`src/rtl/sample_pkg.sv`:
```
// Shared types and defaults for the push-button conditioning stage.
package sample_pkg;

    typedef enum logic [1:0] {
        IDLE         = 2'd0,
        PRESS_WAIT   = 2'd1,
        PRESSED      = 2'd2,
        RELEASE_WAIT = 2'd3
    } debounce_state_e;

    localparam int unsigned DEFAULT_DEBOUNCE_CYCLES = 250000;

endpackage

```
`src/rtl/button_debounce_channel.sv`:
```
// One button channel: pad synchronizer, debounce FSM and stability counter.
module button_debounce_channel
    import sample_pkg::*;
#(
    parameter int unsigned SYNC_STAGES     = 2,
    parameter int unsigned DEBOUNCE_CYCLES = DEFAULT_DEBOUNCE_CYCLES
) (
    input  logic clock,
    input  logic reset,
    input  logic button_n,
    output logic level,
    output logic pressed,
    output logic released
);

    localparam int unsigned COUNT_WIDTH = $clog2(DEBOUNCE_CYCLES);
    localparam logic [COUNT_WIDTH-1:0] COUNT_LAST = COUNT_WIDTH'(DEBOUNCE_CYCLES - 1);
    localparam logic [COUNT_WIDTH-1:0] COUNT_ONE  = COUNT_WIDTH'(1);

    logic [SYNC_STAGES-1:0] sync_q;
    logic                   sync;
    debounce_state_e        state;
    debounce_state_e        state_next;
    logic [COUNT_WIDTH-1:0] count;
    logic [COUNT_WIDTH-1:0] count_next;
    logic                   level_next;
    logic                   pressed_next;
    logic                   released_next;

    // Invert the active-low pad, then shift through the synchronizer chain.
    always_ff @(posedge clock) begin
        if (reset) begin
            sync_q <= '0;
        end else begin
            sync_q <= {sync_q[SYNC_STAGES-2:0], ~button_n};
        end
    end

    assign sync = sync_q[SYNC_STAGES-1];

    always_ff @(posedge clock) begin
        if (reset) begin
            state    <= IDLE;
            count    <= '0;
            level    <= 1'b0;
            pressed  <= 1'b0;
            released <= 1'b0;
        end else begin
            state    <= state_next;
            count    <= count_next;
            level    <= level_next;
            pressed  <= pressed_next;
            released <= released_next;
        end
    end

    always_comb begin
        state_next = state;
        count_next = count;
        unique case (state)
            IDLE: begin
                if (sync) begin
                    state_next = PRESS_WAIT;
                    count_next = COUNT_ONE;
                end
            end
            PRESS_WAIT: begin
                if (!sync) begin
                    state_next = IDLE;
                    count_next = '0;
                end else if (count == COUNT_LAST) begin
                    state_next = PRESSED;
                    count_next = '0;
                end else begin
                    count_next = count + COUNT_ONE;
                end
            end
            PRESSED: begin
                if (!sync) begin
                    state_next = RELEASE_WAIT;
                    count_next = COUNT_ONE;
                end
            end
            RELEASE_WAIT: begin
                if (sync) begin
                    state_next = PRESSED;
                    count_next = '0;
                end else if (count == COUNT_LAST) begin
                    state_next = IDLE;
                    count_next = '0;
                end else begin
                    count_next = count + COUNT_ONE;
                end
            end
        endcase
    end

    // Level and pulses change only when a waiting window completes.
    always_comb begin
        level_next    = level;
        pressed_next  = 1'b0;
        released_next = 1'b0;
        if (state == PRESS_WAIT && sync && count == COUNT_LAST) begin
            level_next   = 1'b1;
            pressed_next = 1'b1;
        end
        if (state == RELEASE_WAIT && !sync && count == COUNT_LAST) begin
            level_next    = 1'b0;
            released_next = 1'b1;
        end
    end

endmodule

```
`src/rtl/button_debouncer.sv`:
```
// Debounces NUM_BUTTONS active-low pads into clean levels and press/release pulses.
module button_debouncer
    import sample_pkg::*;
#(
    parameter int unsigned NUM_BUTTONS     = 2,
    parameter int unsigned SYNC_STAGES     = 2,
    parameter int unsigned DEBOUNCE_CYCLES = DEFAULT_DEBOUNCE_CYCLES
) (
    input  logic                   clock,
    input  logic                   reset,
    input  logic [NUM_BUTTONS-1:0] push_button_n,
    output logic [NUM_BUTTONS-1:0] push_button,
    output logic [NUM_BUTTONS-1:0] pressed,
    output logic [NUM_BUTTONS-1:0] released
);

    for (genvar i = 0; i < int'(NUM_BUTTONS); i++) begin : g_channel
        button_debounce_channel #(
            .SYNC_STAGES     (SYNC_STAGES),
            .DEBOUNCE_CYCLES (DEBOUNCE_CYCLES)
        ) u_channel (
            .clock    (clock),
            .reset    (reset),
            .button_n (push_button_n[i]),
            .level    (push_button[i]),
            .pressed  (pressed[i]),
            .released (released[i])
        );
    end

endmodule

```
`config.mk`:
```
export PLATFORM = sky130hd
export DESIGN_NAME = button_debouncer
export DESIGN_NICKNAME = d
export VERILOG_FILES = /design/src/rtl/sample_pkg.sv /design/src/rtl/button_debounce_channel.sv /design/src/rtl/button_debouncer.sv
export SDC_FILE = /design/constraint.sdc
export NUM_CORES = 1
export LEC_CHECK = 0
export BUFFER_PORTS_ARGS = -buffer_cell sky130_fd_sc_hd__buf_4
export CAP_MARGIN = 0
export CORE_ASPECT_RATIO = 1.1
export CORE_UTILIZATION = 55
export DETAILED_ROUTE_END_ITERATION = 10
export PLACE_DENSITY_LB_ADDON = 0.12
export SKIP_CTS_REPAIR_TIMING = 1
export SYNTH_ARGS = -nofsm -noshare
export SYNTH_HDL_FRONTEND = slang
export SYNTH_SLANG_ARGS = --single-unit
```
`constraint.sdc`:
```
create_clock -name clock -period 3 [get_ports clock]
set_input_delay 0.3 -clock clock [delete_from_list [all_inputs] [get_ports clock]]
set_output_delay 0.3 -clock clock [all_outputs]
set_load 0.05 [all_outputs]
```
==> results_dict.tcl, run 1 <==
set metrics [dict create \
    status "complete, no violations" \
    synth.area.top_cells "dfxtp_1 (40%), nand3_1 (5.2%), a31oi_1 (4.0%), a21oi_1 (3.6%), and3_1 (3.2%)" \
    synth_most_common_cell "dfxtp_1" \
    r2r_start "g_channel[1].u_channel.count[0]" \
    fmax_ghz 0.441 \
    postSynthCellCount 288 \
    avgSynthCellArea_um2 8.74 \
    maxCapViolCount 0 \
    num_vias 2036 \
    drt-vias-per-instance 5.95 \
    cts.htree.levels 2 \
    p_comb_frac 0.052 \
    cts_tree "yes" \
    die_x_um 66.5 \
    antenna_found_initial 0 \
    cp-start-kind "flip-flop" \
    drive_above_1_share 0.111 \
    endpoint_kind "flip-flop" \
    dpl.hpwl_um 3320 \
    regToRegEndpoint "g_channel[1].u_channel.count[13]" \
    hold_path_depth 2 \
    pin_count 10 \
    crit_fanout 20 \
    hold_class "input pin to flip-flop" \
    critPathRequiredTime_ps 3250 \
    first_iter_violations 121 \
    antenna_cells 0 \
    row_count 25 \
    hold_viol 0 \
    holdPathEnd "g_channel[0].u_channel.sync_q[0]" \
    grt_use_total 0.218 \
    die_area_mm2 0.00485 \
    ff2ff_path_depth 7 \
    cts_buffers 5 \
    num-fill-cells 387 \
    routedWlPerCell_um 14.1 \
    die_h_um 72.9 \
    grt_start_max_net_pins 31 \
    pwr-share-clk 0.394 \
    drcViolationCount 0 \
    nets 294 \
    cts_buffer_depth 2 \
    firstDrtPassIters 4 \
    rsz0062_at_grt "no" \
    worstSkewPairLatency_ps 310 \
    synth-edff-count 0 \
    report.final.slew_viol_count 0 \
    worstMarginPinSlew_ps 964 \
    synth_area_mm2 0.00252 \
    switching_share 0.217 \
    regArea_mm2 0.00100 \
    portBuffers 9 \
    ys.flop_type "dfxtp_1" \
    period_minus_slack_ps 2270 \
    r2r_setup_slack_ps 730 \
    leakage_nw 0.974 \
    multi_input_area_mm2 0.00135 \
    path_class "flip-flop to flip-flop" \
    drtAntennaViolNets 0 \
    synthesis.yosys.warnings 0 \
    syn-num-nets 294 \
    final_core_util 0.609 \
    core_mm2 0.00435 \
    cp.arrival_ps 2520 \
    synth-seq-cells 50 \
    tns_ps 0 \
    cts_root_buf "clkbuf_8" \
    p_int_uw 961 \
    power_frac_seq 0.554 \
    async_reset_ff_frac 0 \
    seq_area_frac_synth 0.398 \
    p_sw_uw 266 \
    grt_pass1_wl_um 8040 \
    synthTopCellsByCount "dfxtp_1 (50), nand3_1 (26), nand2_1 (19)" \
    gp_congestion 0.806 \
    ir_worst_vdd_v 0.000241 \
    cts_num_sinks 50 \
    cts.clk_slew.worst_paths_ps 90 \
    fin_crit_sh 0.757 \
    synth_area_leader_cell "dfxtp_1" \
    grt.overflow.total 0 \
    max_slew_margin 0.352 \
    grt_pass1_vias 1833 \
    routed_wl_um 4820 \
    synth.distinct_cells 52 \
    syn_to_final_growth_pct 5.22 \
    powerDensity_mw_per_mm2 463 \
    yosysTopAreaCellShare 0.398 \
    start_util 0.579 \
    hold_path.startpoint "push_button_n[0]" \
    final.setup_skew_ps 11.4 \
    finalSetupViolations 0 \
]
==> layout by cell type (no fill, tap or decap), types with 3 or more instances in the layout <==
master	synthesis	routed
buf_4	7	12
inv_1	8	8
and2_1	3	3
and3_1	13	13
nand3b_1	4	4
o21ai_0	11	11
a21oi_1	18	18
nor2_1	16	16
nand2_1	19	19
nand3_1	26	26
nor4b_1	4	4
nand2b_1	4	4
xnor2_1	3	3
nand4_1	5	5
nor3_1	7	7
clkbuf_8	0	6
dfxtp_1	50	50
a22o_1	7	7
mux2i_1	7	7
nor4_1	3	3
xor2_1	4	4
a31oi_1	16	16
nor2b_1	6	6
==> registers in the layout (all words and copies together) (netlist names), named ones only <==
signal	count
g_channel.u_channel.released	2
g_channel.u_channel.sync_q	4
g_channel.u_channel.state	2
g_channel.u_channel.count	36
g_channel.u_channel.pressed	2
g_channel.u_channel.level	2
==> kinds of logic after synthesis <==
kind of cell,share of synthesized area
compound gates,0.184
xor+xnor,0.0308
buf+inv,0.0671
simple gates,0.282
flops,0.398
mux,0.0278
fa+ha+maj,0.00994
==> worst max path at each step <==
stage | start | endpoint
final | g_channel[1].u_channel.count[0] | g_channel[1].u_channel.count[13]
after global routing | g_channel[0].u_channel.count[0] | g_channel[0].u_channel.count[12]
after CTS | g_channel[1].u_channel.count[0] | g_channel[1].u_channel.count[13]
after detailed placement | g_channel[1].u_channel.count[0] | g_channel[1].u_channel.count[13]
after global placement | g_channel[1].u_channel.count[0] | g_channel[1].u_channel.count[13]
after floorplan | g_channel[0].u_channel.count[0] | g_channel[0].u_channel.count[14]
==> per-stage QoR <==
step / total power, mW / area, um2 / hold WS [ps] / std cells / setup WS, ps
floorplan: 0.743 / 2520 / 367 / 288 / 1180
global placement: 0.757 / 2530 / 416 / 335 / 807
detailed placement: 0.759 / 2530 / 422 / 335 / 770
CTS: 1.25 / 2650 / 118 / 342 / 749
global route: 1.27 / 2650 / 116 / 342 / 577
finish: 1.23 / 2650 / 132 / 342 / 730
==> cell type report <==
cell class | instances | area share
multi-input cells | 211 | 0.509
flip-flops and latches | 50 | 0.378
repair buffers | 12 | 0.0340
clock buffers | 6 | 0.0312
well taps | 54 | 0.0255
clock inverters | 1 | 0.0113
inverters | 8 | 0.0113
==> power groups by stage <==
stage                     Combinational (mW)  Clock [mW]  Sequential (mW)
after floorplan                       0.0496           0            0.693
after global placement                0.0626           0            0.695
after detailed placement              0.0635           0            0.695
after CTS                             0.0640       0.502            0.680
after global routing                  0.0701       0.522            0.681
final                                 0.0639       0.484            0.679
==> metal layers <==
metal  up-vias  wire length (um)  global-route usage  share of wire
met1       953              2280               0.259           0.47
met3         8               139              0.0578          0.029
met5         -                 0                   0              0
met4         0               100               0.102          0.021
met2        28              2300               0.362           0.48
li1       1047                 -                   -              -
==> critical path, cell delays in order, from the launching register on <==
cell	delay, ps
dfxtp_1	340
ha_1	220
and3_1	270
nor3b_2	210
a211oi_4	690
buf_4	270
a31oi_1	90
a31oi_1	140
Power figures use the tool's default switching activity.
==> run 2, diff against run 1 <==
==> constraint.sdc (replaced) <==
create_clock -name clock -period 2.1 [get_ports clock]
set_input_delay 0.21 -clock clock [delete_from_list [all_inputs] [get_ports clock]]
set_output_delay 0.21 -clock clock [all_outputs]
set_load 0.05 [all_outputs]
==> results_dict.tcl, run 2 (same netlist as run 1, synthesis figures left out) <==
set metrics [dict create \
    startpoint "g_channel[0].u_channel.count[1]" \
    largest-register "g_channel.u_channel.count" \
    grt_pass1_vias 1831 \
    antenna_found_initial 0 \
    fmax_ghz 0.505 \
    max_slew_margin 0.273 \
    pwr-share-clk 0.391 \
    p_comb_frac 0.054 \
    worstMarginPinSlew_ps 1080 \
    cts_buffers 5 \
    cp-start-kind "flip-flop" \
    fin_crit_sh 0.942 \
    critPathRequiredTime_ps 2330 \
    hold_path.startpoint "push_button_n[1]" \
    routed_wl_um 4830 \
    layout_commonest_cell "dfxtp_1" \
    r2r_start "g_channel[0].u_channel.count[1]" \
    die_x_um 66.5 \
    maxCapViolCount 0 \
    ff2ff_path_depth 7 \
    r2r_setup_slack_ps 120 \
    cts_root_buf "clkbuf_8" \
    path_class "flip-flop to flip-flop" \
    hold_slack_ps 40.6 \
    routedWlPerCell_um 13.8 \
    dpl.hpwl_um 3390 \
    grt.overflow.total 0 \
    hold_path_depth 2 \
    status "complete, no violations" \
    met3_usage 0.0484 \
    first_iter_violations 126 \
    tns_ps 0 \
    drcViolationCount 0 \
    met1_usage 0.277 \
    setup_ws_ps 121 \
    hold_class "input pin to flip-flop" \
    grt_start_max_net_pins 31 \
    power_frac_seq 0.555 \
    antenna_cells 0 \
    cts_tree "yes" \
    cp.arrival_ps 2210 \
    mostFrequentLayoutCells "dfxtp_1 (50), nand3_1 (26), nand2_1 (19)" \
    place_ws_ps 147 \
    report.final.slew_viol_count 0 \
    core_mm2 0.00435 \
    nets 300 \
    period_minus_slack_ps 1980 \
    grt_use_total 0.219 \
    rsz0062_at_grt "no" \
    grt_pass1_wl_um 8190 \
    worstSkewPairLatency_ps 300 \
    die_area_mm2 0.00485 \
    start_util 0.579 \
    drt-vias-per-instance 5.77 \
    cts.htree.levels 2 \
    drive_above_1_share 0.132 \
    final.setup_skew_ps 7.05 \
    crit_fanout 7 \
    leakage_nw 1.01 \
    gp_congestion 0.803 \
    finalSetupViolations 0 \
    row_count 25 \
    powerDensity_mw_per_mm2 647 \
    num_vias 2014 \
    drtAntennaViolNets 0 \
    p_int_mw 1.35 \
    ir_worst_vdd_v 0.000383 \
    cts_buffer_depth 2 \
    hold_viol 0 \
    switching_share 0.228 \
    largest_reg_flops 36 \
    firstDrtPassIters 4 \
    cts.clk_slew.worst_paths_ps 90 \
    syn_to_final_growth_pct 7.51 \
    holdPathEnd "g_channel[1].u_channel.sync_q[0]" \
    p_sw_uw 399 \
    die_h_um 72.9 \
    power_mw 1.75 \
    largestRegisters "g_channel.u_channel.count (36), g_channel.u_channel.sync_q (4)" \
    use_met2 0.370 \
    endpoint_kind "flip-flop" \
    pin_count 10 \
    top_usage_layer "met2" \
    regToRegEndpoint "g_channel[0].u_channel.count[2]" \
    cts_num_sinks 50 \
    portBuffers 9 \
]
run 2: metal layers:
metal / routed length, um / share of wire
met4: 22 / 0.0046
met5: 0 / 0
met3: 115 / 0.024
met1: 2300 / 0.48
met2: 2390 / 0.49
run 2: worst max-delay path by stage:
| stage | endpoint | cells after the start |
|---|---|---|
| floorplan | g_channel[0].u_channel.count[14] | 8 |
| global placement | g_channel[0].u_channel.count[2] | 7 |
| detailed placement | g_channel[0].u_channel.count[2] | 7 |
| CTS | g_channel[0].u_channel.count[2] | 7 |
| global route | g_channel[0].u_channel.count[2] | 7 |
| finish | g_channel[0].u_channel.count[2] | 7 |
run 2: per-stage QoR:
step                      cell area (um2)  instances   util
final                                2710        349  0.622
after global routing                 2710        349  0.622
after CTS                            2710        349  0.622
after detailed placement             2590        341  0.596
after global placement               2590        341  0.596
after floorplan                      2520        288      -
run 2: power by group through the flow:
stage	Clock (mW)	Sequential (mW)	Combinational, mW
floorplan	0	0.991	0.0709
global placement	0	0.992	0.0928
detailed placement	0	0.993	0.0939
CTS	0.706	0.971	0.0944
global route	0.742	0.974	0.103
finish	0.684	0.971	0.0938
run 2: worst max-delay path: stages, from the launching register on:
cell	delay [ps]
dfxtp_1	340
ha_1	220
and3_1	230
and3_1	280
a211oi_4	270
buf_4	170
or2b_1	230
a31oi_1	160
run 2: cell type report:
class	count	area (um2)
fillers	380	1640
multi-input cells	211	1350
flip-flops and latches	50	1000
repair buffers	18	148
clock buffers	5	68.8
well taps	54	67.6
clock inverters	3	43.8
inverters	8	30.0
